File: src/rtl/pipe_if_id_skid.sv
// IF/ID pipeline register: valid/ready handshake, hazard stall, branch flush with
// NOP bubble, and an optional 2-entry skid buffer that registers fetch-side ready.
module pipe_if_id_skid #(
    parameter int                PC_W     = 32,
    parameter int                INST_W   = 32,
    parameter int                SKID     = 1,
    parameter logic [INST_W-1:0] NOP_INST = {INST_W{1'b0}}
) (
    input  logic              clk,
    input  logic              rst,
    input  logic              in_valid,
    output logic              in_ready,
    input  logic [PC_W-1:0]   in_npc,
    input  logic [INST_W-1:0] in_inst,
    output logic              out_valid,
    input  logic              out_ready,
    input  logic              stall,
    input  logic              flush,
    output logic [PC_W-1:0]   out_npc,
    output logic [INST_W-1:0] out_inst,
    output logic [1:0]        occupancy
);

    logic              main_valid_r, main_valid_s;
    logic [PC_W-1:0]   main_npc_r,   main_npc_s;
    logic [INST_W-1:0] main_inst_r,  main_inst_s;
    logic              skid_valid_r, skid_valid_s;
    logic [PC_W-1:0]   skid_npc_r,   skid_npc_s;
    logic [INST_W-1:0] skid_inst_r,  skid_inst_s;
    logic              in_ready_r,   in_ready_s;
    logic [1:0]        occupancy_r,  occupancy_s;
    logic              ordy_s;
    logic              accept_s;
    logic              consume_s;

    assign ordy_s    = out_ready & ~stall;
    assign in_ready  = (SKID != 0) ? in_ready_r : (~main_valid_r | ordy_s);
    assign accept_s  = in_valid & in_ready;
    assign consume_s = main_valid_r & ordy_s;

    assign out_valid = main_valid_r;
    assign out_npc   = main_npc_r;
    assign out_inst  = main_inst_r;
    assign occupancy = occupancy_r;

    // Next-state for the main/skid entries; an emptied main slot always reads as a NOP bubble.
    always_comb begin
        main_valid_s = main_valid_r;
        main_npc_s   = main_npc_r;
        main_inst_s  = main_inst_r;
        skid_valid_s = skid_valid_r;
        skid_npc_s   = skid_npc_r;
        skid_inst_s  = skid_inst_r;
        if (flush) begin
            main_valid_s = 1'b0;
            main_npc_s   = {PC_W{1'b0}};
            main_inst_s  = NOP_INST;
            skid_valid_s = 1'b0;
            skid_npc_s   = {PC_W{1'b0}};
            skid_inst_s  = {INST_W{1'b0}};
        end else if (SKID != 0) begin
            if (skid_valid_r) begin
                // in_ready is low here, so no accept can land in the same cycle
                if (consume_s) begin
                    main_npc_s   = skid_npc_r;
                    main_inst_s  = skid_inst_r;
                    skid_valid_s = 1'b0;
                    skid_npc_s   = {PC_W{1'b0}};
                    skid_inst_s  = {INST_W{1'b0}};
                end else begin
                    skid_valid_s = skid_valid_r;
                end
            end else if (main_valid_r) begin
                case ({accept_s, consume_s})
                    2'b11: begin
                        main_npc_s  = in_npc;
                        main_inst_s = in_inst;
                    end
                    2'b10: begin
                        skid_valid_s = 1'b1;
                        skid_npc_s   = in_npc;
                        skid_inst_s  = in_inst;
                    end
                    2'b01: begin
                        main_valid_s = 1'b0;
                        main_npc_s   = {PC_W{1'b0}};
                        main_inst_s  = NOP_INST;
                    end
                    default: begin
                        main_valid_s = main_valid_r;
                    end
                endcase
            end else if (accept_s) begin
                main_valid_s = 1'b1;
                main_npc_s   = in_npc;
                main_inst_s  = in_inst;
            end else begin
                main_valid_s = main_valid_r;
            end
        end else begin
            if (accept_s) begin
                main_valid_s = 1'b1;
                main_npc_s   = in_npc;
                main_inst_s  = in_inst;
            end else if (consume_s) begin
                main_valid_s = 1'b0;
                main_npc_s   = {PC_W{1'b0}};
                main_inst_s  = NOP_INST;
            end else begin
                main_valid_s = main_valid_r;
            end
        end
        in_ready_s  = ~skid_valid_s;
        occupancy_s = {1'b0, main_valid_s} + {1'b0, skid_valid_s};
    end

    // State registers with asynchronous reset to the empty, ready state.
    always_ff @(posedge clk or posedge rst) begin
        if (rst) begin
            main_valid_r <= 1'b0;
            main_npc_r   <= {PC_W{1'b0}};
            main_inst_r  <= NOP_INST;
            skid_valid_r <= 1'b0;
            skid_npc_r   <= {PC_W{1'b0}};
            skid_inst_r  <= {INST_W{1'b0}};
            in_ready_r   <= 1'b1;
            occupancy_r  <= 2'd0;
        end else begin
            main_valid_r <= main_valid_s;
            main_npc_r   <= main_npc_s;
            main_inst_r  <= main_inst_s;
            skid_valid_r <= skid_valid_s;
            skid_npc_r   <= skid_npc_s;
            skid_inst_r  <= skid_inst_s;
            in_ready_r   <= in_ready_s;
            occupancy_r  <= occupancy_s;
        end
    end

endmodule
File: config.mk
export PLATFORM = sky130hd
export DESIGN_NAME = pipe_if_id_skid
export DESIGN_NICKNAME = d
export VERILOG_FILES = /design/src/rtl/pipe_if_id_skid.sv
export SDC_FILE = /design/constraint.sdc
export NUM_CORES = 1
export LEC_CHECK = 0
export CAP_MARGIN = 20
export CORE_MARGIN = 2
export CORE_UTILIZATION = 50
export CTS_BUF_LIST = sky130_fd_sc_hd__clkbuf_4 sky130_fd_sc_hd__clkbuf_8
export DETAILED_ROUTE_END_ITERATION = 10
export HOLD_SLACK_MARGIN = 0.02
export PLACE_DENSITY_LB_ADDON = 0.15
export SLEW_MARGIN = 20
export SYNTH_ARGS = -nofsm -noshare
export SYNTH_HDL_FRONTEND = slang
export SYNTH_SLANG_ARGS = --single-unit
File: constraint.sdc
create_clock -name clk -period 4.8 [get_ports clk]
set_input_delay 0.96 -clock clk [delete_from_list [all_inputs] [get_ports clk]]
set_output_delay 0.96 -clock clk [all_outputs]
set_load 0.01 [all_outputs]
# Yosys cells after proc, flatten, opt, wreduce, memory -nomap -nowiden
# Cells that the tools add are included.
# totals
reg_bits,133
input_bits,70
output_inout_bits,68
elab_cells,55
# classes
n_addsub,1
n_eq_ne,5
muxes,31
bitwise,5
n_reduce_logical,5
# op_table
cell,count
$mux 32,19
$pmux 32 s2,2
$mux 1,10
$reduce_and 3->1,2
$reduce_bool 3->1,2
$ne 5x2->1 const B,1
$eq 2x2->1 const B,2
$reduce_bool 4->1,1
$and 1x1->1,3
$ne 3x2->1 const B,1
$add 1x1->2,1
$eq 2x1->1 const B,1
$not 1->1,2

# Longest topological paths before layout
# depth
word_depth,9
mapped_depth,7
mapped_depth_nobuf,4

# Worst setup path before layout
# No wires, ideal clock.
# synth_timing
path_kind,input -> register
startpoint,in in_valid
endpoint,reg main_inst_r[27] (netlist: out_inst[27])
setup_time_ns,0.132
t_arrival_ns,1.962
required_time_ns,4.668
path_slack_ns,2.706
path_stages,7
path_buffers,3
cell_sequence,and2_1 > buf_6 > o2bb2ai_1 > buf_2 > buf_2 > a2bb2oi_1 > nor2_1
# synth_via
elab_chain_cells,6
elab_cells_between_ends,10
classes_between,eq/ne (3); mux (4); bitwise (1); reduce/logical (2)
# synth_lines
element,line_no,rtl
"start, declared",11,"input logic in_valid,"
$and 1x1->1 (*),38,assign accept_s = in_valid & in_ready;
$eq 2x1->1 / $eq 2x2->1 (equally long branches),74,"case ({accept_s, consume_s})"
$pmux 32 s2,74,
$mux 32,73,end else if (main_valid_r) begin
$mux 32,62,if (skid_valid_r) begin
$mux 32,54,if (flush) begin
"end signal, assigned",131,main_inst_r <= main_inst_s;
"end, declared",26,"logic [INST_W-1:0] main_inst_r, main_inst_s;"
# Mark *: on every way between the ends. The rest lies on a longest branch, timed or not.
# A chain may end at the register's enable or synchronous reset.

# Worst setup path in the final report
# layout_timing
startpoint,in in_valid
endpoint,reg main_inst_r[28] (netlist: out_inst[28])
# The elaborated chain is that of the path after synthesis.

==> summary.md <==
The run finished with clean final reports. The Yosys step of the flow raised 0 warnings. The logs give 0 for the post-detailed-route count of antenna-violating nets and 23650 um for the global-route wire length before repair.

The CTS clock-pin slew for the worst setup and hold paths was 0.07 ns. Counting the buffers created by CTS gives 17. The post-synthesis instance area came out at 0.005842 mm^2. The logs give 0.002011 W for the internal power consumption and 4 for the number of detailed-routing iterations run before antenna repair.

Floorplan die height: 112.1 um. The switching fraction of total power came out at 0.2639. The wire length after detailed routing was 14580 um. The sequential-to-total area share from yosys stat was 0.5699; the adder-cell share of the synthesized area was 0. The share of the synthesized area in compound gates (AO/OA/AOI/OAI) works out to 0.2617. Among cell families on the critical path, the largest total delay comes from compound AO/OA/AOI/OAI gates.

The xor and xnor fraction of the mapped netlist area came out at 0. Summed over all failing endpoints, the final setup total negative slack is 0 ns. Power share of the sequential group: 0.453.

The tools report the endpoint kind of the worst setup timing path as a flip-flop. The clock sink count is 133. Entering global routing, the biggest net connects 110 pins. The via count of the first global-routing pass is 4722, and the instance count after placement with tap cells included is 767. The fraction of layout instances using a drive strength above 1 is 0.07774, and the fraction of power consumed by the clock network is 0.362. The min-delay analysis places its worst path in the category reg2reg. The buffer and inverter count on the worst path works out to 2. The uppermost layer routed was met4.

After floorplanning, the core was divided into 39 placement rows. Predominant post-synthesis flop cell: sky130_fd_sc_hd__dfrtp_1. The detail-routed via count per cell is 5.865, and the post-synthesis cell type count is 24. For the final database, setup skew stands at 0.01194 ns. After global routing the overflow that remains totals 0.

The portion of the clock cycle consumed by the worst path in the final layout came out at 0.5897. After detailed placement, the total cell area comes to 0.007239 mm^2. Dividing the detail-routed wire length by the instance count gives 18.25 um. The logs give 0.5116 for the initial core utilization and 0.45 ns for the clock insertion delay at the later pin of the skew report.

Setup repair after global routing left no endpoint under its margin. The number of hold violations in the final report is 0, and the total routing usage reported by global routing is 0.2359. For this run, the slowest stage of the critical path takes 0.84 ns.

STA classifies the critical path startpoint as an input port. The run gives 8888 um as the estimated wirelength of the detail-placed design. Weighted congestion reported at the end of routability-driven placement: 0.7669. The synthesized area per cell was 11.09 um^2; the transition time of the tightest slew-check pin was 1.003 ns. IR analysis of the VDD net gives a maximum drop of 0.1737 mV. By startpoint and endpoint, the worst setup path is classified as in2reg.

0 antenna diodes ended up in the layout. For the H-tree depth reported by CTS, the log shows 4. After detailed routing, the met2 layer carries 6959 um of wire.

The tools report the leakage power as 3.473 nW. The run gives 3.14 ns as the arrival time of the worst setup path. The tools report the buffer type at the clock tree root as sky130_fd_sc_hd__clkbuf_8. The run gives 138 as the number of top-level pins. The critical path goes through clkdlybuf4s50_1 -> and2_1 -> o2bb2ai_4 -> buf_4 -> a2bb2oi_1 -> nor2_1.

The final period demand of the worst path was 2.831 ns; the routed via count was 4686. The tools report the share of power burned in combinational logic as 0.185. The post-synthesis to final-layout area growth is 31.08%, and the worst-path maximum fanout is 37. The number of hold buffers added after CTS was 0.

The run gives 0 as the number of resized instances in the post-cts repair step. The number of antenna violations at the first check in global routing is 0, and the final standard cell count with taps included and fillers excluded is 799. After synthesis, the largest family of logic cells by area is compound AO/OA/AOI/OAI gates.

The die boundary width is 112.1 um. The largest individual stage delay along the critical path comes from the cell sky130_fd_sc_hd__o2bb2ai_4. The number of post-CTS setup repair buffers was 0; the count of unresolved DRC violations after routing was 0. Register bit count reported by yosys: 133. For this run, the top clock speed supported by timing is 0.3533 GHz. For this block, the initial DRC count from the detailed router was 284. Setup violations remaining at the end of the flow were counted as 0. At the end of the flow, the number of nets in the layout was 713. The total of buffers placed on input and output ports was 137. TritonCTS built the clock tree. The standard cell core area is 0.01142 mm^2, and the net switching power is 0.0007210 W. The full die area came out at 0.01256 mm^2.

Max-cap violations in this run came to 0. The length of routed wiring on met1 is 6604 um, and the net count after synthesis is 597. The sum of met3 wire segment lengths after detailed routing is 816 um. The cell count after synthesis came out at 527. The multiplexer fraction of the synthesized cell area was 0. Yosys mapped a number of flops with a built-in enable equal to 0. The finished cells cover 0.007657 mm^2.

No sink is reached through more buffers than the 2 on the longest clock path. The ratio of total power to cell area is 356.8 mW/mm^2, and the simple-gate share of the synthesized area is 0.1214. The async set-or-reset flop fraction in the synthesized netlist came out at 1.000. STA puts the critical path data required time at 5.11 ns. The run gives 0 as the max-slew violation total from the final report. The headroom to the max-slew limit came out at 0.3306.
-- flip-flops by register name (all words and copies together), names as in the netlist --
register      cells
skid_npc_r       32
skid_inst_r      32
out_npc          32
skid_valid_r      1
in_ready          1
out_valid         1
out_inst         32
occupancy         2
-- power groups by stage --
stage	clock network, W	registers, W	logic, W
after CTS	0.00100	0.00124	0.000509
final	0.000990	0.00124	0.000505
after detailed placement	0	0.00126	0.000507
after floorplan	0	0.00126	0.000285
after global routing	0.00105	0.00124	0.000547
after global placement	0	0.00126	0.000496
-- cells in the final DEF, fill, tap and decap left out, drive strengths merged --
| cell type | count |
|---|---|
| a211o | 1 |
| a21o | 1 |
| a21oi | 67 |
| a22o | 64 |
| a22oi | 1 |
| a2bb2oi | 64 |
| a31oi | 1 |
| and2 | 2 |
| buf | 11 |
| bufinv | 3 |
| clkbuf | 22 |
| clkdlybuf4s50 | 136 |
| clkinv | 6 |
| clkinvlp | 1 |
| dfrtp | 132 |
| dfstp | 1 |
| inv | 2 |
| nand2 | 2 |
| nand2b | 2 |
| nand3 | 1 |
| nand3b | 1 |
| nor2 | 68 |
| nor2b | 65 |
| o21ai | 1 |
| o2bb2ai | 1 |
-- path summary, 6_finish.rpt --
check	cells past startpoint	startpoint	to	slack, ns
worst max-delay path	6	in_valid	out_inst[28]	1.97
worst min-delay path	1	skid_inst_r[26]	skid_inst_r[26]	0.51
worst max register to register	5	skid_valid_r	out_inst[14]	2.36
worst min register to register	1	skid_inst_r[26]	skid_inst_r[26]	0.51
max in group asynchronous	3	rst	out_inst[25]	2.78
min in group asynchronous	2	rst	out_npc[5]	1.11
-- per-layer routing --
metal,up-vias,track usage
met1,2395,0.3347
met2,153,0.3663
li1,2120,-
met3,18,0.06048
met5,-,0
met4,0,0.06423
-- kinds of logic after synthesis --
group / Yosys count
AO/OA/AOI/OAI: 201
AND/OR/NAND/NOR: 141
flip-flops: 133
buffers and inverters: 52
-- layout make-up --
class	instances	area (um^2)
Fill cell	890	3761
Sequential cell	133	3331
Multi-Input combinational cell	342	2263
Timing Repair Buffer	147	1454
Clock buffer	22	290.3
Tap cell	143	178.9
Clock inverter	10	127.6
Inverter	2	12.51
-- worst register-to-register path: cells and delay by family (launching register included) --
kind / cells / cell delay, ns
flops: 1 / 0.80
compound gates: 2 / 0.32
buf+inv: 1 / 0.51
simple gates: 2 / 0.75
-- metrics by stage --
stage               hold WS [ns]  power (W)    util  setup slack [ns]
floorplan                 0.4733   0.001547       -            0.2873
global placement          0.4877   0.001752  0.6340             1.592
detailed placement        0.4909   0.001764  0.6340             1.515
CTS                       0.5131   0.002746  0.6706             1.979
global route              0.5221   0.002843  0.6706             1.844
finish                    0.5077   0.002732  0.6706             1.969
-- cells in the mapped netlist (2+ instances only) --
master	count	share of area
sky130_fd_sc_hd__nand2_1	2	0.0013
sky130_fd_sc_hd__buf_2	15	0.013
sky130_fd_sc_hd__buf_4	2	0.0026
sky130_fd_sc_hd__nor2_1	67	0.043
sky130_fd_sc_hd__dfrtp_1	132	0.57
sky130_fd_sc_hd__and2_1	2	0.0021
sky130_fd_sc_hd__clkbuf_1	26	0.017
sky130_fd_sc_hd__a21oi_1	67	0.057
sky130_fd_sc_hd__a22o_1	64	0.096
sky130_fd_sc_hd__nor2b_1	65	0.070
sky130_fd_sc_hd__buf_6	7	0.013
sky130_fd_sc_hd__a2bb2oi_1	64	0.096
sky130_fd_sc_hd__nand2b_1	2	0.0021
sky130_fd_sc_hd__inv_1	2	0.0013
Note: power is estimated with default switching activity, not from simulation.
